[src/rtl/video_frame_signature.sv]
// video_frame_signature
// Passive per-frame checker on the pixel-clock side of the video path. Each
// frame gets a CRC-32 signature over its active pixels, plus pixel and line
// counts that are checked against the expected raster geometry.
//
// Optional feature: define VIDEO_FRAME_SIGNATURE_COMPARE_EN to add exp_crc
// and sig_match, a registered compare of the final CRC at frame close.
//
// Ports:
//   pixel_clk       pixel clock
//   arstn           synchronous active-low reset
//   enable          1 = capture, 0 = idle and disarmed
//   pixel_rgb       NUM_CH*CH_W pixel word, channel 0 (red) in the MSBs
//   pixel_vde       active-video qualifier
//   pixel_vs        vertical sync, polarity from VS_ACTIVE_LOW
//   sig_ack         consumer acknowledges the current result
//   exp_crc         (optional) expected CRC for the closing frame
//   sig_match       (optional) last frame CRC equalled exp_crc
//   sig_valid       result registers hold an unacknowledged result
//   sig_crc         final CRC of the last completed frame
//   sig_pix_count   active pixels in the last frame
//   sig_line_count  active lines in the last frame
//   sig_geom_err    last frame had a bad line length or line count
//   sig_overrun     sticky: a result was overwritten before acknowledge
//   frame_count     completed frames since reset, wrapping
module video_frame_signature #(
  parameter int NUM_CH        = 3,
  parameter int CH_W          = 4,
  parameter int H_ACTIVE      = 640,
  parameter int V_ACTIVE      = 480,
  parameter int VS_ACTIVE_LOW = 1,
  parameter int CNT_W         = 20
) (
  input  logic                     pixel_clk,
  input  logic                     arstn,
  input  logic                     enable,
  input  logic [NUM_CH*CH_W-1:0]   pixel_rgb,
  input  logic                     pixel_vde,
  input  logic                     pixel_vs,
  input  logic                     sig_ack,
`ifdef VIDEO_FRAME_SIGNATURE_COMPARE_EN
  input  logic [31:0]              exp_crc,
  output logic                     sig_match,
`endif
  output logic                     sig_valid,
  output logic [31:0]              sig_crc,
  output logic [CNT_W-1:0]         sig_pix_count,
  output logic [CNT_W-1:0]         sig_line_count,
  output logic                     sig_geom_err,
  output logic                     sig_overrun,
  output logic [15:0]              frame_count
);

  localparam int              PIX_W       = NUM_CH * CH_W;
  localparam logic [31:0]     CRC_POLY    = 32'h04C11DB7;
  localparam logic [31:0]     CRC_INIT    = 32'hFFFFFFFF;
  localparam logic [CNT_W-1:0] CNT_MAX    = '1;
  localparam logic [CNT_W-1:0] H_EXP      = CNT_W'(H_ACTIVE);
  localparam logic [CNT_W-1:0] V_EXP      = CNT_W'(V_ACTIVE);
  localparam logic [CNT_W-1:0] CNT_ONE    = CNT_W'(1);
  localparam logic            VS_INACTIVE = (VS_ACTIVE_LOW != 0);

  typedef enum logic [1:0] {
    IDLE    = 2'd0,
    ARMING  = 2'd1,
    CAPTURE = 2'd2
  } state_t;

  state_t           state;
  logic             vs_q;
  logic             vde_q;
  logic [31:0]      crc_acc;
  logic [CNT_W-1:0] pix_cnt;
  logic [CNT_W-1:0] line_cnt;
  logic [CNT_W-1:0] line_pix;
  logic             line_err;

  // Non-reflected MSB-first CRC-32 over one whole pixel word, unrolled so a
  // full pixel is absorbed every clock.
  function automatic logic [31:0] crc_step(input logic [31:0] crc,
                                           input logic [PIX_W-1:0] data);
    logic [31:0] c;
    logic        fb;
    c = crc;
    for (int i = PIX_W - 1; i >= 0; i--) begin
      fb = c[31] ^ data[i];
      c  = {c[30:0], 1'b0};
      if (fb) c = c ^ CRC_POLY;
    end
    return c;
  endfunction

  logic             vs_act;
  logic             vs_q_act;
  logic             frame_edge;
  logic             vde_rise;
  logic             vde_fall;
  logic [31:0]      crc_fresh;
  logic [31:0]      crc_upd;
  logic [CNT_W-1:0] start_cnt;
  logic             close_geom;

  // Edge detection and the two CRC paths: crc_fresh restarts the signature
  // for a new frame, so a pixel landing on the frame-edge cycle belongs to
  // the frame being opened rather than the one being closed.
  always_comb begin
    vs_act     = (pixel_vs != VS_INACTIVE);
    vs_q_act   = (vs_q != VS_INACTIVE);
    frame_edge = vs_act & ~vs_q_act;
    vde_rise   = pixel_vde & ~vde_q;
    vde_fall   = ~pixel_vde & vde_q;
    crc_fresh  = pixel_vde ? crc_step(CRC_INIT, pixel_rgb) : CRC_INIT;
    crc_upd    = pixel_vde ? crc_step(crc_acc, pixel_rgb) : crc_acc;
    start_cnt  = pixel_vde ? CNT_ONE : '0;
    close_geom = line_err
               | (vde_fall && (line_pix != H_EXP))
               | (line_cnt != V_EXP)
               | (pix_cnt == CNT_MAX)
               | (line_cnt == CNT_MAX);
  end

  // Control FSM, accumulators and result registers. Dropping enable always
  // wins and throws away the partial frame but keeps the latched results.
  // A close in the same cycle as an acknowledge keeps sig_valid high because
  // the later nonblocking write takes precedence.
  always_ff @(posedge pixel_clk) begin
    if (!arstn) begin
      state          <= IDLE;
      vs_q           <= VS_INACTIVE;
      vde_q          <= 1'b0;
      crc_acc        <= CRC_INIT;
      pix_cnt        <= '0;
      line_cnt       <= '0;
      line_pix       <= '0;
      line_err       <= 1'b0;
      sig_valid      <= 1'b0;
      sig_crc        <= '0;
      sig_pix_count  <= '0;
      sig_line_count <= '0;
      sig_geom_err   <= 1'b0;
      sig_overrun    <= 1'b0;
      frame_count    <= '0;
`ifdef VIDEO_FRAME_SIGNATURE_COMPARE_EN
      sig_match      <= 1'b0;
`endif
    end else begin
      vs_q  <= pixel_vs;
      vde_q <= pixel_vde;
      if (sig_ack) sig_valid <= 1'b0;

      if (!enable) begin
        state    <= IDLE;
        crc_acc  <= CRC_INIT;
        pix_cnt  <= '0;
        line_cnt <= '0;
        line_pix <= '0;
        line_err <= 1'b0;
      end else begin
        case (state)
          IDLE: state <= ARMING;
          ARMING: begin
            if (frame_edge) begin
              state    <= CAPTURE;
              crc_acc  <= crc_fresh;
              pix_cnt  <= start_cnt;
              line_cnt <= start_cnt;
              line_pix <= start_cnt;
              line_err <= 1'b0;
            end
          end
          CAPTURE: begin
            if (frame_edge) begin
              sig_crc        <= ~crc_acc;
              sig_pix_count  <= pix_cnt;
              sig_line_count <= line_cnt;
              sig_geom_err   <= close_geom;
              sig_valid      <= 1'b1;
              if (sig_valid && !sig_ack) sig_overrun <= 1'b1;
              frame_count    <= frame_count + 16'd1;
`ifdef VIDEO_FRAME_SIGNATURE_COMPARE_EN
              sig_match      <= (~crc_acc == exp_crc);
`endif
              crc_acc  <= crc_fresh;
              pix_cnt  <= start_cnt;
              line_cnt <= start_cnt;
              line_pix <= start_cnt;
              line_err <= 1'b0;
            end else begin
              crc_acc <= crc_upd;
              if (pixel_vde && pix_cnt != CNT_MAX) pix_cnt <= pix_cnt + CNT_ONE;
              if (vde_rise && line_cnt != CNT_MAX) line_cnt <= line_cnt + CNT_ONE;
              if (vde_rise) line_pix <= CNT_ONE;
              else if (pixel_vde && line_pix != CNT_MAX) line_pix <= line_pix + CNT_ONE;
              if (vde_fall && line_pix != H_EXP) line_err <= 1'b1;
            end
          end
          default: state <= IDLE;
        endcase
      end
    end
  end

endmodule

[config.mk]
export PLATFORM = sky130hd
export DESIGN_NAME = video_frame_signature
export DESIGN_NICKNAME = d
export VERILOG_FILES = /design/src/rtl/video_frame_signature.sv
export SDC_FILE = /design/constraint.sdc
export NUM_CORES = 1
export LEC_CHECK = 0
export BUFFER_PORTS_ARGS = -buffer_cell sky130_fd_sc_hd__clkbuf_2
export CAP_MARGIN = 15
export CORE_MARGIN = 3
export CORE_UTILIZATION = 51
export DETAILED_ROUTE_END_ITERATION = 10
export MAX_ROUTING_LAYER = met4
export PLACE_DENSITY = 0.71
export SETUP_SLACK_MARGIN = 0.05
export SYNTH_ARGS = -nofsm -noshare
export SYNTH_HDL_FRONTEND = slang
export SYNTH_SLANG_ARGS = --single-unit
[constraint.sdc]
create_clock -name pixel_clk -period 4.61 [get_ports pixel_clk]
set_clock_uncertainty 0.15 [all_clocks]
set_input_delay 0.461 -clock pixel_clk [delete_from_list [all_inputs] [get_ports pixel_clk]]
set_output_delay 0.461 -clock pixel_clk [all_outputs]
set_load 0.1 [all_outputs]
Word level (Yosys, flattened, before mapping)
Index checks and enable logic that the tools add are counted.
{"block": "totals", "reg_bits": 188, "latch_bits": 0, "mem_bits_rw": 0, "rom_bits": 0, "in_bits": 18, "wordCells": 160, "memories": 0}
{"block": "op_classes", "add_sub_neg": 4, "mul": 0, "div_mod_pow": 0, "magnitude_cmp": 0, "eq_ne": 15, "n_shift": 0, "mux": 51, "bitwise_logic": 58, "n_reduce_logical": 17}
{"operator": "two-way mux 27 bit", "count": 24}
{"operator": "inverter 14 bit", "count": 23}
{"operator": "two-way mux 20 bit", "count": 8}
{"operator": "two-way mux 32 bit", "count": 4}
{"operator": "case mux 20 bit (2 select lines)", "count": 3}
{"operator": "case mux 32 bit (2 select lines)", "count": 1}
{"operator": "adder 20 x 1 -> 20 bit, second input constant", "count": 3}
{"operator": "!= test 20 bit, second input constant", "count": 3}
{"operator": "equality test 20 bit, second input constant", "count": 2}
{"operator": "inverter 32 bit", "count": 1}
{"operator": "!= test 20 x 10 -> 1 bit, second input constant", "count": 1}
{"operator": "!= test 20 x 9 -> 1 bit, second input constant", "count": 1}
{"operator": "AND reduction 3 bit", "count": 6}
{"operator": "bitwise XOR 1 bit", "count": 18}
{"operator": "adder 16 x 1 -> 16 bit, second input constant", "count": 1}
{"operator": "!= test 3 bit, second input constant", "count": 4}
{"operator": "two-way mux 1 bit", "count": 8}
{"operator": "case mux 2 bit (3 select lines)", "count": 1}
{"operator": "logical AND 1 bit", "count": 5}
{"operator": "bitwise XOR 1 bit, first input constant", "count": 5}
{"operator": "!= test 4 bit, second input constant", "count": 1}
{"operator": "inverter 1 bit", "count": 4}
{"operator": "OR 1 bit", "count": 4}
{"operator": "AND reduction 2 bit", "count": 2}
{"operator": "10 further kinds", "count": 12}

Depth between registers and ports, before layout
{"block": "logic_depth", "depth_word": 27, "ltp_mapped": 10}

Worst setup path after synthesis
OpenSTA, ideal clock, no wires.
{"block": "synth_timing", "kind": "input port to flip-flop", "from": "in pixel_rgb[11]", "to": "reg crc_acc[9]", "setup_ns": 0.124, "t_arrival_ns": 2.387, "required_time_ns": 4.336, "setup_slack_ns": 1.948, "stages": 7, "path_cell_list": "buf_4 -> xnor2_4 -> xor3_2 -> xnor3_2 -> xnor3_1 -> o22ai_1 -> o21ai_1"}
{"block": "synth_between", "elab_chain_cells": 15, "elab_cells_between_ends": 46, "classes_between": "mux: 27; bitwise: 19"}
{"element": "from (decl)", "line": "37", "text": "input logic [NUM_CH*CH_W-1:0] pixel_rgb,"}
{"element": "bitwise XOR 1 bit", "line": "86", "text": "fb = c[31] ^ data[i];"}
{"element": "two-way mux 27 bit", "line": "88", "text": "if (fb) c = c ^ CRC_POLY;"}
{"element": "bitwise XOR 1 bit", "line": "86"}
{"element": "two-way mux 27 bit", "line": "88"}
{"element": "inverter 14 bit (no line)"}
{"element": "two-way mux 27 bit (2 in a row)", "line": "88"}
{"element": "inverter 14 bit (no line)"}
{"element": "two-way mux 27 bit", "line": "88"}
{"element": "inverter 14 bit (no line)"}
{"element": "two-way mux 27 bit (2 in a row)", "line": "88"}
{"element": "two-way mux 32 bit", "line": "113", "text": "crc_upd = pixel_vde ? crc_step(crc_acc, pixel_rgb) : crc_acc;"}
{"element": "two-way mux 32 bit", "line": "172", "text": "if (frame_edge) begin"}
{"element": "case mux 32 bit (2 select lines) *", "line": "159", "text": "case (state)"}
{"element": "to (signal assigned)", "line": "164", "text": "crc_acc <= crc_fresh;"}
{"element": "to (signal assigned)", "line": "183", "text": "crc_acc <= crc_fresh;"}
{"element": "to (signal assigned)", "line": "189", "text": "crc_acc <= crc_upd;"}
{"element": "to (decl)", "line": "72", "text": "logic [31:0] crc_acc;"}
Every way passes the cells marked *; elsewhere a longest branch is shown, timed or not. The select of a mux whose other input is x is not followed.
A chain may end at the register's enable or synchronous reset.

Worst setup path in the final report
{"block": "layout_timing", "from": "reg state[0]", "to": "reg line_pix[11]"}
{"block": "layout_between", "elab_chain_cells": 3, "elab_cells_between_ends": 7, "classes_between": "eq/ne: 4; mux: 1; reduce/logical: 2"}
{"element": "from (decl)", "line": "69", "text": "state_t state;"}
{"element": "from (signal assigned)", "line": "128", "text": "state <= IDLE;"}
{"element": "from (signal assigned)", "line": "152", "text": "state <= IDLE;"}
{"element": "from (signal assigned)", "line": "160", "text": "IDLE: state <= ARMING;"}
{"element": "equality test 2 bit / equality test 2 x 1 -> 1 bit (equally long branches)", "line": "159"}
{"element": "!= test 4 bit (no line), or another cell as far along"}
{"element": "AND reduction 3 bit (no line)"}
{"element": "to (signal assigned)", "line": "167", "text": "line_pix <= start_cnt;"}
{"element": "to (signal assigned)", "line": "186", "text": "line_pix <= start_cnt;"}
{"element": "to (signal assigned)", "line": "193", "text": "else if (pixel_vde && line_pix != CNT_MAX) line_pix <= line_pix + CNT_ONE;"}
{"element": "to (decl)", "line": "75", "text": "logic [CNT_W-1:0] line_pix;"}
Parallel ways exist; a longest one is shown, timed or not.

==> summary.txt <==
Synthesis
  • Mapped Nets: 1137
  • Unique masters post-synth: 62
  • Avg Synthesized Cell Area: a little over 9 µm²
  • Synth Flop Type: dfxtp_1
  • EDFF count, synth: 0
  • Post-Synthesis Cell Area: 10100 µm²
  • Synth Instances: ~1100
  • Async set or reset register ratio after synthesis: 0%
  • Synth Register Bits: between 150 and 200
  • Yosys synthesis warning count: 0
  • Most area-consuming cells after synthesis: dfxtp_1 (37%), xnor2_1 (9.7%), xor2_1 (6.1%)
  • Most frequent cell after synthesis: dfxtp_1
  • Post-synthesis sequential area ratio: 37.4%
  • Synth top cells by count: dfxtp_1 (188), nand2_1 (159), xnor2_1 (111), nor2_1 (71), xor2_1 (70)
  • Top cell type's share of synthesized area: 37.4%
  • Yosys top cell by area: dfxtp_1

Timing
  • Setup TNS Final: 0 ps
  • Slew margin rel.: 28.0%
  • Final hold violation count: 0
  • # setup viols final: 0
  • Tmin final: approximately 2800 ps
  • Slew Viols, Final: 0
  • Peak Freq: 0.352 GHz
  • RSZ-0062 raised after global routing: no
  • Final hold slack: ~100 ps
  • Final cycle utilization of the critical path: about three fifths
  • Slew @ Worst Pin: about 1100 ps

Layout
  • Ratio of cells with drive above 1 in the final layout: around 15%
  • Number of nets in the layout: between 1000 and 1500
  • Register area: 3760 µm²
  • Area delta synth->final: 12.9%
  • Total of fill cells in the finished design: between 1500 and 2000
  • Multi-input logic area: between 5000 and 6000 µm²
  • Ant diodes: 0
  • Non-Filler Instances: approximately 1500

Die
  • Row cnt: 50
  • Die span in x: approximately 150 µm
  • Core Area: between 15000 and 20000 µm²
  • Die area: 21400 µm²
  • Die Ht: around 150 µm
  • Initial Utilization: between 50% and 60%
  • Top-Level Pins: roughly 110

GRT
  • Grt ovf: 0
  • First-pass GRT wire length: just under 40 mm
  • Gr usage total: 23.3%
  • Largest net degree at the start of global routing: between 90 and 100
  • Initial antenna violation count: 0
  • Vias in the first global route: ~7400

Place
  • Post-DP HPWL: 17.6 mm
  • Port Buffers: ~110
  • Final GP Congestion: around 0.91
  • Number of placed cells counting well taps: approximately 1400

Clock network
  • Longest Clk Path Bufs: 2
  • Total clock sinks: 188
  • Worst-Skew Late Latency: 430 ps
  • CTS tree: yes
  • Post-CTS Hold Buffers: 0
  • Post-cts sizing count: 0
  • Num CTS Buffers: 17
  • Clock slew at reported path FFs: around 70 ps
  • Post-CTS Setup Bufs: 0
  • Cell at the root of the clock tree: clkbuf_16
  • Htree depth: 4

Setup path
  • Worst EP required: 4800 ps
  • Slowest CP cell: nor3b_2
  • Critical path fanouts, max: 9
  • WS Path Type: flip-flop to flip-flop
  • Critical Path Max Stage Delay: 640 ps
  • Crit. End Element: flip-flop
  • Most used cell, CP: nor2_1
  • WP data arrival: a little over 3000 ps
  • Crit-path cells: inv_1, ha_1, nor3b_2, nor2_1, nor2_1, o21ai_0, a21oi_1
  • Startpoint type of the worst setup path: flip-flop

Flow run
  • MaxCap Viol Count: 0

Worst hold path
  • Type of the worst min-delay path: input pin to flip-flop

Pwr
  • Power density over the cells: 366 nW/µm²
  • LEAKAGE: 0.00459 µW
  • Total Power: between 4000 and 5000 µW
  • Worst VDD drop: 0.210 mV

Route
  • Drt first-iter violations: between 600 and 700
  • Via count: 8154
  • First drt pass iteration count: 5
  • ANT nets after route: 0
  • Routed wire per std cell: around 17 µm
  • Vias per Instance: 5.62
  • Drt drc: 0
  • Post-Route WL: between 20 and 25 mm

Outcome
  • Outcome: completed
## registers in the layout, summed over array words and instances (netlist names)
register,flops
sig_geom_err,1
sig_crc,32
sig_overrun,1
sig_line_count,20
crc_acc,32
pix_cnt,20
frame_count,16
vs_q,1
line_cnt,20
sig_pix_count,20
sig_valid,1
line_pix,20
line_err,1
state,2
vde_q,1
## stage by stage
step,setup slack [ps],util [%],cell area [µm²]
after floorplan,1950,-,10100
after global placement,1690,56.6,10800
after detailed placement,1610,56.6,10800
after CTS,1790,59.7,11300
after global routing,1560,59.7,11400
final,1770,59.7,11400
## area by class of cell
class	count	share of cell area [%]
multi-input combinational	840	52.7
sequential	188	33.2
timing repair buffer	122	5.65
clock buffer	18	3.78
tap	260	2.87
clock inverter	12	1.44
inverter	11	0.364
## layer usage
metal | vias to the layer above | global-route usage (%) | share of wire, %
met3 | 37 | 4.59 | 6.1
met4 | 0 | 6.68 | 1.7
met1 | 3861 | 31.9 | 47
met2 | 260 | 35.2 | 46
li1 | 3996 | - | -
met5 | - | - | 0
## worst paths after layout
path | startpoint | slack [ps] | endpoint | depth (start not counted)
worst max-delay path | state[0] | 1770 | line_pix[11] | 7
worst max register to register | state[0] | 1770 | line_pix[11] | 7
worst min register to register | sig_pix_count[10] | 310 | sig_pix_count[10] | 2
worst min-delay path | pixel_vs | 100 | vs_q | 2
## kinds of logic after synthesis
| family | Yosys count | synth area share (%) |
|---|---|---|
| simple gates | 372 | 17.4 |
| compound gates | 233 | 16.3 |
| xor+xnor | 221 | 24.0 |
| flops | 188 | 37.4 |
| buf+inv | 81 | 3.26 |
| fa+ha+maj | 10 | 1.24 |
| mux | 4 | 0.398 |
## worst max-delay path: cells and delay by family, from the launching register on
kind                       cells  cell delay, ps
DFF                            1             330
adders and majority gates      1             360
and+or+nand+nor                3            1430
AOI/OAI and AO/OA              2             380
buffers and inverters          1             100
## cells in the final DEF, fill, tap and decap left out, types with 20 or more instances in the layout
master / instances
a21boi_0: 43
xor2_1: 70
nor2_1: 71
and2_1: 20
nand2_1: 159
nand3_1: 34
dfxtp_1: 188
o21ai_0: 39
clkbuf_2: 108
a21oi_1: 42
o211a_1: 31
xnor2_1: 111
## power by group
group          internal [µW]  total, µW  leakage (µW)  switching [µW]
Sequential              1640       1660       0.00152            19.5
Combinational            495       1010       0.00279             510
Clock                    856       1490      0.000288             637
(Power assumes the default switching activity.)
